<file path="config.mk">
export PLATFORM = sky130hd
export DESIGN_NAME = ram_arbiter_flat
export DESIGN_NICKNAME = d
export VERILOG_FILES = /design/src/rtl/ram_arbiter_if.sv /design/src/rtl/ram_arbiter.sv /design/src/flat_wrapper.sv
export SDC_FILE = /design/constraint.sdc
export NUM_CORES = 1
export LEC_CHECK = 0
export ABC_AREA = 1
export CAP_MARGIN = 25
export CORE_AREA = 2 2 121 123
export CTS_BUF_LIST = sky130_fd_sc_hd__clkbuf_2 sky130_fd_sc_hd__clkbuf_4 sky130_fd_sc_hd__clkbuf_8
export DETAILED_ROUTE_END_ITERATION = 8
export DIE_AREA = 0 0 123 125
export PLACE_DENSITY = 0.59
export SLEW_MARGIN = 10
export SYNTH_ARGS = -nofsm -noshare
export SYNTH_HDL_FRONTEND = slang
export SYNTH_SLANG_ARGS = --single-unit
</file>
<file path="constraint.sdc">
create_clock -name clk -period 2.4 [get_ports clk]
set_input_delay 0.48 -clock clk [delete_from_list [all_inputs] [get_ports clk]]
set_output_delay 0.48 -clock clk [all_outputs]
set_load 0.05 [all_outputs]
</file>
<file path="src/rtl/ram_arbiter_if.sv">
// Bundle of both master ports and the shared RAM port of ram_arbiter.
// The arbiter side uses the slave modport; masters and the RAM model use the master modport.
interface ram_arbiter_if #(
    parameter int AW = 32,
    parameter int DW = 32
);
    logic            m0_req;
    logic            m0_lock;
    logic            m0_we;
    logic [AW-1:0]   m0_addr;
    logic [DW/8-1:0] m0_sel;
    logic [DW-1:0]   m0_wdata;
    logic            m0_gnt;
    logic            m0_rvalid;
    logic [DW-1:0]   m0_rdata;

    logic            m1_req;
    logic            m1_lock;
    logic            m1_we;
    logic [AW-1:0]   m1_addr;
    logic [DW/8-1:0] m1_sel;
    logic [DW-1:0]   m1_wdata;
    logic            m1_gnt;
    logic            m1_rvalid;
    logic [DW-1:0]   m1_rdata;

    logic            ram_ce;
    logic            ram_we;
    logic [AW-1:0]   ram_addr;
    logic [DW/8-1:0] ram_sel;
    logic [DW-1:0]   ram_wdata;
    logic [DW-1:0]   ram_rdata;

    modport slave (
        input  m0_req, m0_lock, m0_we, m0_addr, m0_sel, m0_wdata,
        input  m1_req, m1_lock, m1_we, m1_addr, m1_sel, m1_wdata,
        input  ram_rdata,
        output m0_gnt, m0_rvalid, m0_rdata,
        output m1_gnt, m1_rvalid, m1_rdata,
        output ram_ce, ram_we, ram_addr, ram_sel, ram_wdata
    );

    modport master (
        output m0_req, m0_lock, m0_we, m0_addr, m0_sel, m0_wdata,
        output m1_req, m1_lock, m1_we, m1_addr, m1_sel, m1_wdata,
        output ram_rdata,
        input  m0_gnt, m0_rvalid, m0_rdata,
        input  m1_gnt, m1_rvalid, m1_rdata,
        input  ram_ce, ram_we, ram_addr, ram_sel, ram_wdata
    );
endinterface

</file>
<file path="src/rtl/ram_arbiter.sv">
// Two-master round-robin RAM arbiter: grant one cycle after request, read data one cycle after the transfer.
// Backpressure: an ungranted master simply holds req; lock or the hold limit decide when ownership yields.
module ram_arbiter #(
    parameter int AW       = 32,
    parameter int DW       = 32,
    parameter int MAX_HOLD = 8
) (
    input  logic          clk,
    input  logic          rst,
    ram_arbiter_if.slave  bus
);
    typedef enum logic [1:0] {IDLE, OWN0, OWN1} state_t;

    localparam logic [7:0] HOLD_MAX = 8'(MAX_HOLD);

    state_t     state, state_nxt;
    logic       last_gnt, last_nxt;
    logic [7:0] hold_cnt, hold_nxt, cnt_after;
    logic       rv0, rv1;
    logic       xfer0, xfer1;

    assign xfer0 = (state == OWN0) && bus.m0_req;
    assign xfer1 = (state == OWN1) && bus.m1_req;

    // Transfer count including this cycle's transfer, saturating at the hold limit.
    assign cnt_after = ((xfer0 || xfer1) && (hold_cnt != HOLD_MAX)) ? hold_cnt + 8'd1 : hold_cnt;

    always_comb begin
        state_nxt = state;
        last_nxt  = last_gnt;
        hold_nxt  = hold_cnt;
        case (state)
            IDLE: begin
                hold_nxt = 8'd0;
                if (bus.m0_req && (!bus.m1_req || last_gnt)) begin
                    state_nxt = OWN0;
                    last_nxt  = 1'b0;
                end else if (bus.m1_req) begin
                    state_nxt = OWN1;
                    last_nxt  = 1'b1;
                end
            end
            OWN0: begin
                if (!bus.m0_lock && (!bus.m0_req || (bus.m1_req && cnt_after == HOLD_MAX))) begin
                    hold_nxt = 8'd0;
                    if (bus.m1_req) begin
                        state_nxt = OWN1;
                        last_nxt  = 1'b1;
                    end else begin
                        state_nxt = IDLE;
                    end
                end else begin
                    hold_nxt = cnt_after;
                end
            end
            OWN1: begin
                if (!bus.m1_lock && (!bus.m1_req || (bus.m0_req && cnt_after == HOLD_MAX))) begin
                    hold_nxt = 8'd0;
                    if (bus.m0_req) begin
                        state_nxt = OWN0;
                        last_nxt  = 1'b0;
                    end else begin
                        state_nxt = IDLE;
                    end
                end else begin
                    hold_nxt = cnt_after;
                end
            end
            default: begin
                state_nxt = IDLE;
                hold_nxt  = 8'd0;
            end
        endcase
    end

    always_ff @(posedge clk or negedge rst) begin
        if (!rst) begin
            state    <= IDLE;
            last_gnt <= 1'b1;
            hold_cnt <= 8'd0;
            rv0      <= 1'b0;
            rv1      <= 1'b0;
        end else begin
            state    <= state_nxt;
            last_gnt <= last_nxt;
            hold_cnt <= hold_nxt;
            rv0      <= xfer0 && !bus.m0_we;
            rv1      <= xfer1 && !bus.m1_we;
        end
    end

    // The RAM port follows the current owner even when it is not transferring; IDLE drives zeros.
    always_comb begin
        bus.ram_we    = 1'b0;
        bus.ram_addr  = '0;
        bus.ram_sel   = '0;
        bus.ram_wdata = '0;
        case (state)
            OWN0: begin
                bus.ram_we    = bus.m0_we;
                bus.ram_addr  = bus.m0_addr;
                bus.ram_sel   = bus.m0_sel;
                bus.ram_wdata = bus.m0_wdata;
            end
            OWN1: begin
                bus.ram_we    = bus.m1_we;
                bus.ram_addr  = bus.m1_addr;
                bus.ram_sel   = bus.m1_sel;
                bus.ram_wdata = bus.m1_wdata;
            end
            default: ;
        endcase
    end

    assign bus.ram_ce    = xfer0 || xfer1;
    assign bus.m0_gnt    = (state == OWN0);
    assign bus.m1_gnt    = (state == OWN1);
    assign bus.m0_rvalid = rv0;
    assign bus.m1_rvalid = rv1;
    assign bus.m0_rdata  = bus.ram_rdata;
    assign bus.m1_rdata  = bus.ram_rdata;
endmodule

</file>
<file path="src/flat_wrapper.sv">
// flat-port wrapper written by rule: the top's interface ports become plain ports
module ram_arbiter_flat 
#(
    parameter int AW       = 32,
    parameter int DW       = 32,
    parameter int MAX_HOLD = 8
)
  (clk, rst, bus_m0_req, bus_m0_lock, bus_m0_we, bus_m0_addr, bus_m0_sel, bus_m0_wdata, bus_m1_req, bus_m1_lock, bus_m1_we, bus_m1_addr, bus_m1_sel, bus_m1_wdata, bus_ram_rdata, bus_m0_gnt, bus_m0_rvalid, bus_m0_rdata, bus_m1_gnt, bus_m1_rvalid, bus_m1_rdata, bus_ram_ce, bus_ram_we, bus_ram_addr, bus_ram_sel, bus_ram_wdata);
  ram_arbiter_if #(.AW(AW), .DW(DW)) bus_i ();
  input  logic clk;
  input  logic rst;
  input wire logic [$bits(bus_i.m0_req)-1:0] bus_m0_req;
  input wire logic [$bits(bus_i.m0_lock)-1:0] bus_m0_lock;
  input wire logic [$bits(bus_i.m0_we)-1:0] bus_m0_we;
  input wire logic [$bits(bus_i.m0_addr)-1:0] bus_m0_addr;
  input wire logic [$bits(bus_i.m0_sel)-1:0] bus_m0_sel;
  input wire logic [$bits(bus_i.m0_wdata)-1:0] bus_m0_wdata;
  input wire logic [$bits(bus_i.m1_req)-1:0] bus_m1_req;
  input wire logic [$bits(bus_i.m1_lock)-1:0] bus_m1_lock;
  input wire logic [$bits(bus_i.m1_we)-1:0] bus_m1_we;
  input wire logic [$bits(bus_i.m1_addr)-1:0] bus_m1_addr;
  input wire logic [$bits(bus_i.m1_sel)-1:0] bus_m1_sel;
  input wire logic [$bits(bus_i.m1_wdata)-1:0] bus_m1_wdata;
  input wire logic [$bits(bus_i.ram_rdata)-1:0] bus_ram_rdata;
  output wire logic [$bits(bus_i.m0_gnt)-1:0] bus_m0_gnt;
  output wire logic [$bits(bus_i.m0_rvalid)-1:0] bus_m0_rvalid;
  output wire logic [$bits(bus_i.m0_rdata)-1:0] bus_m0_rdata;
  output wire logic [$bits(bus_i.m1_gnt)-1:0] bus_m1_gnt;
  output wire logic [$bits(bus_i.m1_rvalid)-1:0] bus_m1_rvalid;
  output wire logic [$bits(bus_i.m1_rdata)-1:0] bus_m1_rdata;
  output wire logic [$bits(bus_i.ram_ce)-1:0] bus_ram_ce;
  output wire logic [$bits(bus_i.ram_we)-1:0] bus_ram_we;
  output wire logic [$bits(bus_i.ram_addr)-1:0] bus_ram_addr;
  output wire logic [$bits(bus_i.ram_sel)-1:0] bus_ram_sel;
  output wire logic [$bits(bus_i.ram_wdata)-1:0] bus_ram_wdata;
  assign bus_i.m0_req = bus_m0_req;
  assign bus_i.m0_lock = bus_m0_lock;
  assign bus_i.m0_we = bus_m0_we;
  assign bus_i.m0_addr = bus_m0_addr;
  assign bus_i.m0_sel = bus_m0_sel;
  assign bus_i.m0_wdata = bus_m0_wdata;
  assign bus_i.m1_req = bus_m1_req;
  assign bus_i.m1_lock = bus_m1_lock;
  assign bus_i.m1_we = bus_m1_we;
  assign bus_i.m1_addr = bus_m1_addr;
  assign bus_i.m1_sel = bus_m1_sel;
  assign bus_i.m1_wdata = bus_m1_wdata;
  assign bus_i.ram_rdata = bus_ram_rdata;
  assign bus_m0_gnt = bus_i.m0_gnt;
  assign bus_m0_rvalid = bus_i.m0_rvalid;
  assign bus_m0_rdata = bus_i.m0_rdata;
  assign bus_m1_gnt = bus_i.m1_gnt;
  assign bus_m1_rvalid = bus_i.m1_rvalid;
  assign bus_m1_rdata = bus_i.m1_rdata;
  assign bus_ram_ce = bus_i.ram_ce;
  assign bus_ram_we = bus_i.ram_we;
  assign bus_ram_addr = bus_i.ram_addr;
  assign bus_ram_sel = bus_i.ram_sel;
  assign bus_ram_wdata = bus_i.ram_wdata;
  ram_arbiter #(.AW(AW), .DW(DW), .MAX_HOLD(MAX_HOLD)) u_core (.clk(clk), .rst(rst), .bus(bus_i));
endmodule
</file>
==> impl_metrics.py, run 1 <==
metrics = {
    "global_route": {
        "gr-usage-all-layers_pct": 15.27,
        "grt_pass1_wl_um": 18140,
        "antenna_found_initial": 0,
        "overflow": 0,
        "grt_pass1_vias": 3332,
        "grt_max_degree": 52,
    },
    "sta": {
        "fin_skew_ns": 0.003526,
        "finalHoldViolCount": 0,
        "setup_viol": 0,
        "fmax_mhz": 431.7,
        "relSlewSlack_pct": 62.32,
        "worst_pin_slew_ns": 0.5635,
        "holdWs_ns": 0.4857,
        "drv_slew": 0,
        "period_needed_ns": 2.317,
        "timing.final.crit_share_pct": 96.52,
        "rsz0062_at_grt": "false",
    },
    "cts": {
        "h-tree-depth": 1,
        "clk_latency_ns": 0.24,
        "numCtsBuffers": 3,
        "cts_root_buf": "clkbuf_8",
        "cts_setup_buffers": 0,
        "cts_tree": "done",
        "cts_sinks": 13,
        "cts_max_path_buffers": 2,
        "cts_hold_buffers": 0,
        "path_clk_slew_ns": 0.05,
    },
    "floorplanning": {
        "rows": 44,
        "fp.dieW_um": 123,
        "die_area_sq_um": 15380,
        "core_area_sq_um": 14200,
        "initial_core_util_pct": 17.27,
        "io_pins": 314,
        "dieHeight_um": 125,
    },
    "power_and_ir_drop": {
        "p_sw_uw": 3531,
        "power_frac_seq_pct": 4.8,
        "ir_drop_mv": 0.5021,
        "comb_power_share_pct": 92.0,
        "p_clk_share_pct": 3.3,
        "switching_share_pct": 56.40,
        "power.leakage_uw": 0.002002,
        "internal_power_uw": 2729,
        "cellPowerDensity_nw_per_um2": 1124,
    },
    "synth": {
        "async_flop_share_pct": 100.0,
        "yosysWarningCount": 0,
        "yosysMostFrequentCell": "nand2_1",
        "synth_top_area_cell": "nand2_1",
        "postSynthAreaPerCell_sq_um": 5.489,
        "synth_area_leaders": "nand2_1 29%, buf_4 20%, a21oi_1 15%",
        "ys_seq_elements": 13,
        "synthCells": 447,
        "yosysSeqAreaShare_pct": 13.31,
        "synth_edf_count": 0,
        "ys_types": 25,
        "synth_nets": 629,
        "syn_area_sq_um": 2454,
        "synth_top_area_share_pct": 29.07,
        "synthTopCellsByCount": "190 x nand2_1, 72 x a21oi_1, 65 x buf_4, 22 x inv_1, 18 x nor2_1",
        "synth-main-ff-cell": "dfrtp_1",
    },
    "detailed_routing": {
        "drt_iter0_drc": 146,
        "firstDrtPassIters": 4,
        "drc": 0,
        "vias_per_cell": 4.263,
        "wire_per_inst_um": 15.82,
        "detailroute.via_count": 3291,
        "final_antenna_net_count": 0,
        "wl_um": 12210,
    },
    "layout": {
        "fin_nets": 771,
        "seqCellArea_sq_um": 326.6,
        "n_antenna_cell": 0,
        "fill_cells": 1442,
        "multi_input_area_sq_um": 1862,
        "fin_util_pct": 39.22,
        "syn_to_final_growth_pct": 127.0,
        "drive_gt1_share_pct": 29.42,
    },
    "setup_path": {
        "r2r_cells": 13,
        "start_kind": "register",
        "r2r-start": "u_core.state[1]",
        "required_ns": 1.92,
        "critPathLaunch": "u_core.state[1]",
        "crit_arrival_ns": 1.84,
        "path_max_fanout": 30,
        "crit_type": "register to primary output",
        "cp-end-kind": "primary output",
    },
    "place": {
        "gp_congestion": 0.8487,
        "port_buffers": 217,
        "dp_hpwl_um": 10410,
    },
    "run": {
        "maxCapViolations": 0,
    },
    "worst_hold_path": {
        "hp-start": "u_core.last_gnt",
        "holdPathStages": 2,
        "min_path_type": "register to register",
    },
    "outcome": {
        "status": "complete, no violations",
    },
}
## cells by family (layout without fill, tap and decap cells)
logic type               count (synthesis)  count (layout)  share of synthesized area (%)
XOR/XNOR                                 3               3                          1.071
buffers and inverters                  111             252                          26.98
AND/OR/NAND/NOR                        234             234                          38.55
adder cells (fa/ha/maj)                  6               6                          3.060
flip-flops                              13              13                          13.31
AO/OA/AOI/OAI                           80              80                          17.03
## cells in the final DEF (no fill, tap or decap), types with 3 or more instances in the layout
cell,instances
a21oi_2,53
nor2_2,7
inv_1,22
nand2_1,190
clkdlybuf4s50_1,145
buf_12,76
ha_1,3
a21oi_4,16
xor2_1,3
dfrtp_1,12
a21oi_1,3
nor2_1,18
o21ai_0,4
clkbuf_8,3
nand4_1,3
nand3_1,9
nand2_2,3
## power by group through the flow
stage	Clock (uW)	Combinational (uW)	Sequential (uW)
2_1_floorplan	0	3430	304
3_3_place_gp	0	5750	299
3_5_place_dp	0	5800	301
4_1_cts	208	5840	298
5_1_grt	220	6060	301
6_report	204	5760	299
## flip-flops by register name, summed over array words and instances, names as in the netlist
signal,count
u_core.bus.m0_rvalid,1
u_core.bus.m1_rvalid,1
u_core.hold_cnt,8
u_core.last_gnt,1
u_core.state,2
## stage by stage
stage	instance area (sq um)	TNS (ns)	total power (uW)	setup WS (ns)	instances
3_5_place_dp	5500	-0.1951	6103	-0.03266	768
2_1_floorplan	2844	-0.6286	3736	-0.07857	447
3_3_place_gp	5500	0	6052	0.07647	768
5_1_grt	5570	0	6584	0.001441	772
6_report	5570	0	6260	0.08344	772
4_1_cts	5557	0	6341	0.02880	772
## repair_timing
item	in CTS	in global routing
setup endpoints to repair	25	36
pin swaps	0	0
resized for setup	2	3
## per-layer routing
metal  track usage [%]  vias to the layer above  wire length [um]  part of all wire, %
li1                  -                     1613                 -                    -
met1             15.56                     1497              3961                   32
met2             31.04                      150              7157                   59
met3             2.509                       31               812                  6.6
met4             3.944                        0               280                  2.3
met5                 0                        -                 0                    0
## final timing paths
path	end	slack [ns]
hold reg to reg	u_core.last_gnt	0.49
hold / removal	u_core.last_gnt	0.49
max in group asynchronous	u_core.last_gnt	1.43
setup reg to reg	u_core.state[1]	0.21
setup / recovery	bus_ram_addr[27]	0.08
min in group asynchronous	u_core.hold_cnt[0]	0.60
## final cells by class
type	instances	area share (%)
Clock buffer	4	0.8760
Inverter	23	1.595
Multi-Input combinational cell	323	33.42
Sequential cell	13	5.863
Tap cell	184	4.133
Timing Repair Buffer	225	54.11
## worst max-delay path: stages (launching register included)
cell	delay [ns]
dfrtp_1	0.43
inv_1	0.10
ha_2	0.41
inv_4	0.07
buf_12	0.19
a21oi_2	0.21
buf_12	0.17
(Power assumes the default switching activity.)
==> inputs of run 2 (changes only) <==
Settings changed: HOLD_SLACK_MARGIN set to 0.08.
==> results of run 2 <==
No change in the layout: final DEF, timing and power equal those of run 1.
